--- src/rtl/seq_detect_prog.sv ---
// Run-time programmable serial bit-pattern detector with overlap control,
// input qualifier and saturating match counter.
module seq_detect_prog #(
  parameter int                 MAX_LEN         = 8,
  parameter int                 LEN_W           = 4,
  parameter logic [MAX_LEN-1:0] DEFAULT_PATTERN = MAX_LEN'(8'b0000_1011),
  parameter int                 DEFAULT_LEN     = 4,
  parameter int                 CNT_W           = 8
) (
  input  logic               clk,
  input  logic               reset,
  input  logic               inp_bit,
  input  logic               inp_valid,
  input  logic               overlap_en,
  input  logic               cfg_load,
  input  logic [MAX_LEN-1:0] pattern,
  input  logic [LEN_W-1:0]   pat_len,
  input  logic               clr_count,
  output logic               seq_seen,
  output logic [CNT_W-1:0]   match_count,
  output logic               count_sat
);

  logic [MAX_LEN-1:0] r_pat;
  logic [LEN_W-1:0]   r_len;
  logic [MAX_LEN-1:0] r_hist;
  logic [LEN_W-1:0]   r_fill;
  logic               r_seen;
  logic [CNT_W-1:0]   r_cnt;
  logic               r_sat;

  logic [MAX_LEN-1:0] w_hist_next;
  logic [LEN_W:0]     w_fill_inc;
  logic [LEN_W-1:0]   w_fill_next;
  logic [MAX_LEN-1:0] w_mask;
  logic [LEN_W-1:0]   w_len_clamped;
  logic               w_match;

  always_comb begin
    w_hist_next = {r_hist[MAX_LEN-2:0], inp_bit};
    w_fill_inc  = {1'b0, r_fill} + (LEN_W+1)'(1);
    w_fill_next = (w_fill_inc > (LEN_W+1)'(MAX_LEN)) ? LEN_W'(MAX_LEN)
                                                     : w_fill_inc[LEN_W-1:0];
    // Shifting by MAX_LEN yields zero, so a full-length pattern gets an all-ones mask.
    w_mask      = ~({MAX_LEN{1'b1}} << r_len);
    w_match     = inp_valid && !cfg_load &&
                  (((w_hist_next ^ r_pat) & w_mask) == '0) &&
                  (w_fill_next >= r_len);
    w_len_clamped = ((pat_len == '0) || (pat_len > LEN_W'(MAX_LEN))) ? LEN_W'(MAX_LEN)
                                                                     : pat_len;
  end

  always_ff @(posedge clk or negedge reset) begin
    if (!reset) begin
      r_pat  <= DEFAULT_PATTERN;
      r_len  <= LEN_W'(DEFAULT_LEN);
      r_hist <= '0;
      r_fill <= '0;
      r_seen <= 1'b0;
    end else begin
      r_seen <= 1'b0;
      if (cfg_load) begin
        r_pat  <= pattern;
        r_len  <= w_len_clamped;
        r_hist <= '0;
        r_fill <= '0;
      end else if (inp_valid) begin
        r_hist <= w_hist_next;
        // Non-overlapping mode restarts the fill so the next match needs len fresh bits.
        r_fill <= (w_match && !overlap_en) ? '0 : w_fill_next;
        r_seen <= w_match;
      end
    end
  end

  always_ff @(posedge clk or negedge reset) begin
    if (!reset) begin
      r_cnt <= '0;
      r_sat <= 1'b0;
    end else if (clr_count) begin
      r_cnt <= '0;
      r_sat <= 1'b0;
    end else if (w_match) begin
      if (&r_cnt) r_sat <= 1'b1;
      else        r_cnt <= r_cnt + CNT_W'(1);
    end
  end

  assign seq_seen    = r_seen;
  assign match_count = r_cnt;
  assign count_sat   = r_sat;

endmodule
--- config.mk ---
export PLATFORM = sky130hd
export DESIGN_NAME = seq_detect_prog
export DESIGN_NICKNAME = d
export VERILOG_FILES = /design/src/rtl/seq_detect_prog.sv
export SDC_FILE = /design/constraint.sdc
export NUM_CORES = 1
export LEC_CHECK = 0
export ABC_AREA = 0
export CORE_MARGIN = 3
export CORE_UTILIZATION = 48
export DETAILED_ROUTE_END_ITERATION = 10
export HOLD_SLACK_MARGIN = 0.15
export MAX_ROUTING_LAYER = met4
export PLACE_DENSITY = 0.85
export SLEW_MARGIN = 15
export SYNTH_ARGS = -nofsm -noshare
export SYNTH_HDL_FRONTEND = slang
export SYNTH_SLANG_ARGS = --single-unit
--- constraint.sdc ---
create_clock -name clk -period 2.86 [get_ports clk]
set_input_delay 0.286 -clock clk [delete_from_list [all_inputs] [get_ports clk]]
set_output_delay 0.286 -clock clk [all_outputs]
set_load 0.01 [all_outputs]
==> impl_metrics.toml, run 1 <==
[clocking]
cts_buffer_depth = 2
cts_tree = "yes"
numCtsBuffers = 5
clkTransAtPathRegs_ns = 0.07
cts-root-buf = "clkbuf_8"
clock_latency_ns = 0.29
cts.sinks = 33
htree_num_levels = 2

[synth]
synth_nets = 210
synth_ff_type = "dfrtp_1"
async_flop_share = 1.00
synth_area_leader_cell = "dfrtp_1"
synth_xor_area_frac = 0.0437
synth_adder_area_share = 0.0485
synth_simple_gate_area_frac = 0.173
seq_area_frac_synth = 0.460
synth_edf_count = 0
synth_compound_area_frac = 0.112
synth_top_family_by_area = "simple AND/OR/NAND/NOR gates"
ys_types = 36
ys_seq_elements = 33
syn-mean-instance-area_um2 = 9.81
yosysMostFrequentCell = "dfrtp_1"
muxShareOfSynthArea = 0.125
synth_area_leaders = "dfrtp_1 40%, dfstp_2 5.8%, mux2_2 5.6%"
ys_warn_count = 0
netlist_instances = 184
synth.cells.most_frequent = "29 x dfrtp_1, 20 x nor2_1, 13 x a21oi_1, 13 x nand2_1, 10 x inv_1"
netlist_area_um2 = 1810
synth.top_cell.area_share = 0.402

[die]
fp-row-count = 21
die_height_um = 67.3
io_pins = 29
die-area_um2 = 4530
floorplan.initialDensity = 0.521
die_w_um = 67.3
core-area_um2 = 3470

[timing]
min_period_ns = 2.85
rsz0062_at_grt = "true"
max_slew.worst_pin.slew_ns = 0.517
setup-tns-final_ns = 0
setup_slack_ns = 0.00623
finalSetupViolCount = 0
max_slew_margin = 0.655
post-route-period-util = 0.998
whs_ns = 0.393
final_hold_viol_count = 0
fmax_ghz = 0.350
slew_violations = 0
skew_ns = 0.00681

[route]
vias_per_cell = 5.47
postRouteAntennaNets = 0
dr.pass1.iters = 4
num_vias = 1476
wl_per_cell_um = 14.8
drtIter0Drc = 80
drt_wl_total_um = 3990
drc = 0

[power]
internal_power_mw = 0.745
power_frac_comb = 0.150
seqPwrFrac = 0.512
power_density_nw_per_um2 = 415
vdd.ir_drop.worst_uv = 318
swShare = 0.258
total_power_mw = 1.00
power_frac_clock = 0.338
p_leak_nw = 0.994
power.switching_mw = 0.259

[placed_design]
placed_cells = 261
io_buffer_count = 28
gp_congestion = 0.865
dp_slack_ns = -0.164
placedInstanceArea_um2 = 2190
dp_hpwl_um = 2550

[setup_path]
crit_fanout = 7
r2r_cells = 12
cp-start-kind = "register"
rrSetupSlack_ns = 0.006
path_class = "reg2reg"
cp.required_ns = 3.03
r2r-end = "match_count[4]"
endpoint_kind = "register"
worstPathArrival_ns = 3.02
timing.rr.start = "r_fill[1]"

[final_layout]
fin_util = 0.697
synthToLayoutAreaGrowth_pct = 34.0
drive_above_1_share = 0.223
instances_no_fill = 270
final_area_um2 = 2420
diodes = 0
fillers = 277
nets = 249

[global_routing]
overflow = 0
track_usage = 0.187
antenna_found_initial = 0
first_global_vias = 1328
grt_max_degree = 34
grt_pass1_wl_um = 6180

[run_status]
outcome = "finished clean"

[flow_run]
max_cap_viol_count = 0

[hold_path]
hp-class = "in2async"
## sequential cells by signal, summed over array words and instances, names as in the netlist
name         cells
count_sat        1
match_count      8
r_fill           4
r_hist           7
r_len            4
r_pat            8
seq_seen         1
## power by group through the flow
stage | logic (mW) | registers, mW | clock network [mW]
after floorplan | 0.0798 | 0.515 | 0
after global placement | 0.135 | 0.518 | 0
after detailed placement | 0.138 | 0.520 | 0
after CTS | 0.142 | 0.512 | 0.342
after global routing | 0.168 | 0.516 | 0.373
final | 0.150 | 0.514 | 0.340
## worst max path at each step
stage | startpoint | to | slack, ns | cells after the start
global placement | r_fill[0] | match_count[3] | -0.02 | 11
floorplan | r_fill[0] | match_count[3] | 0.05 | 11
CTS | r_fill[1] | match_count[6] | 0.01 | 11
finish | r_fill[1] | match_count[4] | 0.006 | 12
global route | r_fill[0] | match_count[4] | -0.14 | 12
detailed placement | r_fill[1] | match_count[3] | -0.16 | 12
## per-layer routing
metal  track usage  up-vias  part of all wire
met4        0.0608        0             0.014
li1              -      717                 -
met5             -        -                 0
met1         0.252      717              0.45
met3        0.0499        8             0.039
met2         0.275       34              0.49
## critical path, stage by stage, from the launching register on
cell      delay [ns]
dfrtp_1         0.40
ha_2            0.21
nand2b_1        0.09
or2_4           0.27
a21oi_4         0.17
inv_2           0.06
ha_4            0.25
o21ai_2         0.05
a222oi_1        0.34
nand3_2         0.13
buf_6           0.16
nor4b_2         0.25
mux2_1          0.35
## repair_timing
item	4_1_cts	5_1_grt
hold buffers	0	0
pin swaps	7	16
resized for setup	12	19
setup buffers	1	1
endpoints found under the setup margin	8	12
## layout by cell type, fill, tap and decap left out, drive strengths merged
master and count:
o31ai 1, nand3 3, nor4 2, clkbuf 8, and3 1, nor4b 2
and4 1, or4 1, or2 1, a21oi 13, nor3 4, o21ai 5
o21a 2, clkdlybuf4s50 28, or3 1, mux2i 8, o22ai 4, nor2b 6
dfstp 4, buf 12, dfrtp 29, xnor2 6, o211ai 4, xor2 3
o41ai 1, inv 10, ha 7, nand2b 7, a31oi 1, nand2 13
o221ai 1, mux2 13, a222oi 1, nor2 21
## area by class of cell
cell class	instances	area, um2	area share
Multi-Input combinational cell	133	1030	0.425
Sequential cell	33	831	0.344
Timing Repair Buffer	40	385	0.159
Clock buffer	8	80.1	0.0331
Tap cell	46	57.6	0.0238
Inverter	10	37.5	0.0155
## cell families after synthesis
kind of cell             after synthesis
flip-flops                            33
buffers and inverters                 18
XOR/XNOR                               9
AND/OR/NAND/NOR                       63
adder cells (fa/ha/maj)                7
AO/OA/AOI/OAI                         33
multiplexers                          21
Note: power is estimated with default switching activity, not from simulation.
==> run 2: changes to the inputs <==
clock period = 2.5 ns   (was 2.86 ns; I/O delays follow)
==> run 2 against run 1 <==
Critical path depth is the same. Combinational power grew 15%. Hold slack lost 0.024 ns. Via count grew 1.8%. Sequential share of layout area shrank 1.1 points. Critical path type unchanged. Final area grew 3.5%. Largest power group unchanged. The run now ends with negative setup slack left. Clock power grew 19%.
==> impl_metrics.toml, run 2 (synthesized netlist as in run 1, its figures left out) <==
[final_layout]
layout_common_cells = "28 x clkdlybuf4s50_1, 27 x dfrtp_1, 18 x nor2_1"
final_common_cell = "clkdlybuf4s50_1"
synthToLayoutAreaGrowth_pct = 38.7
drive_above_1_share = 0.273
nets = 257
diodes = 0

[timing]
finalSetupViolCount = 13
post-route-period-util = 1.13
max_slew.worst_pin.slew_ns = 0.561
skew_ns = 0.00628
max_slew_margin = 0.625
slew_violations = 0
rsz0062_at_grt = "true"
whs_ns = 0.369
min_period_ns = 2.82
fmax_ghz = 0.355
final_hold_viol_count = 0
setup-tns-final_ns = -2.87
setup_slack_ns = -0.319

[run_status]
outcome = "complete, but fails checks"
violations = "negative setup slack"

[power]
p_leak_nw = 1.04
total_power_mw = 1.17
vdd.ir_drop.worst_uv = 308
power_density_nw_per_um2 = 466

[placed_design]
gp_congestion = 0.838
dp_hpwl_um = 2830
io_buffer_count = 28

[die]
die-area_um2 = 4530
io_pins = 29
die_height_um = 67.3
core-area_um2 = 3470
fp-row-count = 21
floorplan.initialDensity = 0.521
die_w_um = 67.3

[setup_path]
critPathBufInv = 3
cp-start-kind = "register"
worstPathArrival_ns = 3.02
crit_top_cell = "buf_6"
worstPathCellList = "ha_4 -> or2_4 -> a21oi_4 -> inv_1 -> ha_1 -> o21ai_1 -> a222oi_1 -> nand3_1 -> buf_6 -> buf_6 -> or4_4 -> a21oi_2"
cp_top_family = "simple AND/OR/NAND/NOR gates"
cp.required_ns = 2.70
crit_fanout = 7
slowest_stage = "dfrtp_2"
endpoint_kind = "register"
path_class = "reg2reg"
cp_slowest_stage_delay_ns = 0.46

[clocking]
cts.sinks = 33
hold_buffers = 0
cts_buffer_depth = 2
clkTransAtPathRegs_ns = 0.07
htree_num_levels = 2
clock_latency_ns = 0.28
cts-root-buf = "clkbuf_8"
numCtsBuffers = 5
cts_tree = "yes"

[route]
dr.pass1.iters = 5
num_vias = 1503
drc = 0
wl_per_cell_um = 15.3
vias_per_cell = 5.43
drtIter0Drc = 77
postRouteAntennaNets = 0
drt_wl_total_um = 4240

[hold_path]
hp-class = "in2async"

[flow_run]
max_cap_viol_count = 0

[global_routing]
overflow = 0
track_usage = 0.198
first_global_vias = 1440
grt_max_degree = 34
antenna_found_initial = 0
grt_pass1_wl_um = 6510
-- run 2: changes by cell type in the layout (fill, tap and decap cells not counted), moves of 2 or more --
cell      delta
a21oi_1      -2
a21oi_2      +2
buf_4        +9
clkbuf_1     -2
dfrtp_1      -2
dfrtp_2      +2
ha_2         -2
-- run 2: through the flow --
stage	instance area, um2	utilization	setup slack [ns]	cells
finish	2500	0.722	-0.319	277
global route	2500	0.722	-0.447	277
CTS	2410	0.696	-0.311	276
floorplan	1860	-	-0.191	184
detailed placement	2280	0.658	-0.348	266
global placement	2280	0.658	-0.270	266
-- run 2: worst paths after layout --
path | slack [ns] | endpoint | cells after the start | start
max | -0.32 | match_count[6] | 12 | r_fill[0]
min | 0.37 | r_len[1] | 2 | reset
max reg2reg | -0.32 | match_count[6] | 12 | r_fill[0]
min reg2reg | 0.53 | r_pat[5] | 1 | r_pat[5]
max in group asynchronous | 1.80 | r_pat[3] | 2 | reset
min in group clk | 0.53 | r_pat[5] | 1 | r_pat[5]
-- run 2: what timing repair did --
item	4_1_cts	5_1_grt
buffers inserted	3	2
hold endpoints to repair	0	0
cloned	0	0
gates resized for setup	6	18
setup endpoints to repair	13	14
pin swaps	6	9
-- run 2: area by class of cell --
type | instances | area, um2
multi-input combinational | 133 | 1050
fill | 267 | 965
sequential | 33 | 833
timing repair buffer | 48 | 442
clock buffer | 7 | 86.3
tap | 46 | 57.6
inverter | 10 | 37.5
-- run 2: where the power goes --
part	leakage (nW)	switching (mW)	internal (mW)	total (mW)
clock	0.0443	0.186	0.218	0.404
sequential	0.427	0.0273	0.563	0.590
combinational	0.565	0.0796	0.0928	0.172
total	1.04	0.293	0.874	1.17
-- run 2: metal layers --
| metal | GRT usage | wire (um) | vias to the layer above |
|---|---|---|---|
| met1 | 0.252 | 1800 | 735 |
| met3 | 0.0349 | 112 | 7 |
| met2 | 0.315 | 2280 | 26 |
| met5 | - | 0 | - |
| li1 | - | - | 735 |
| met4 | 0.0734 | 49 | 0 |
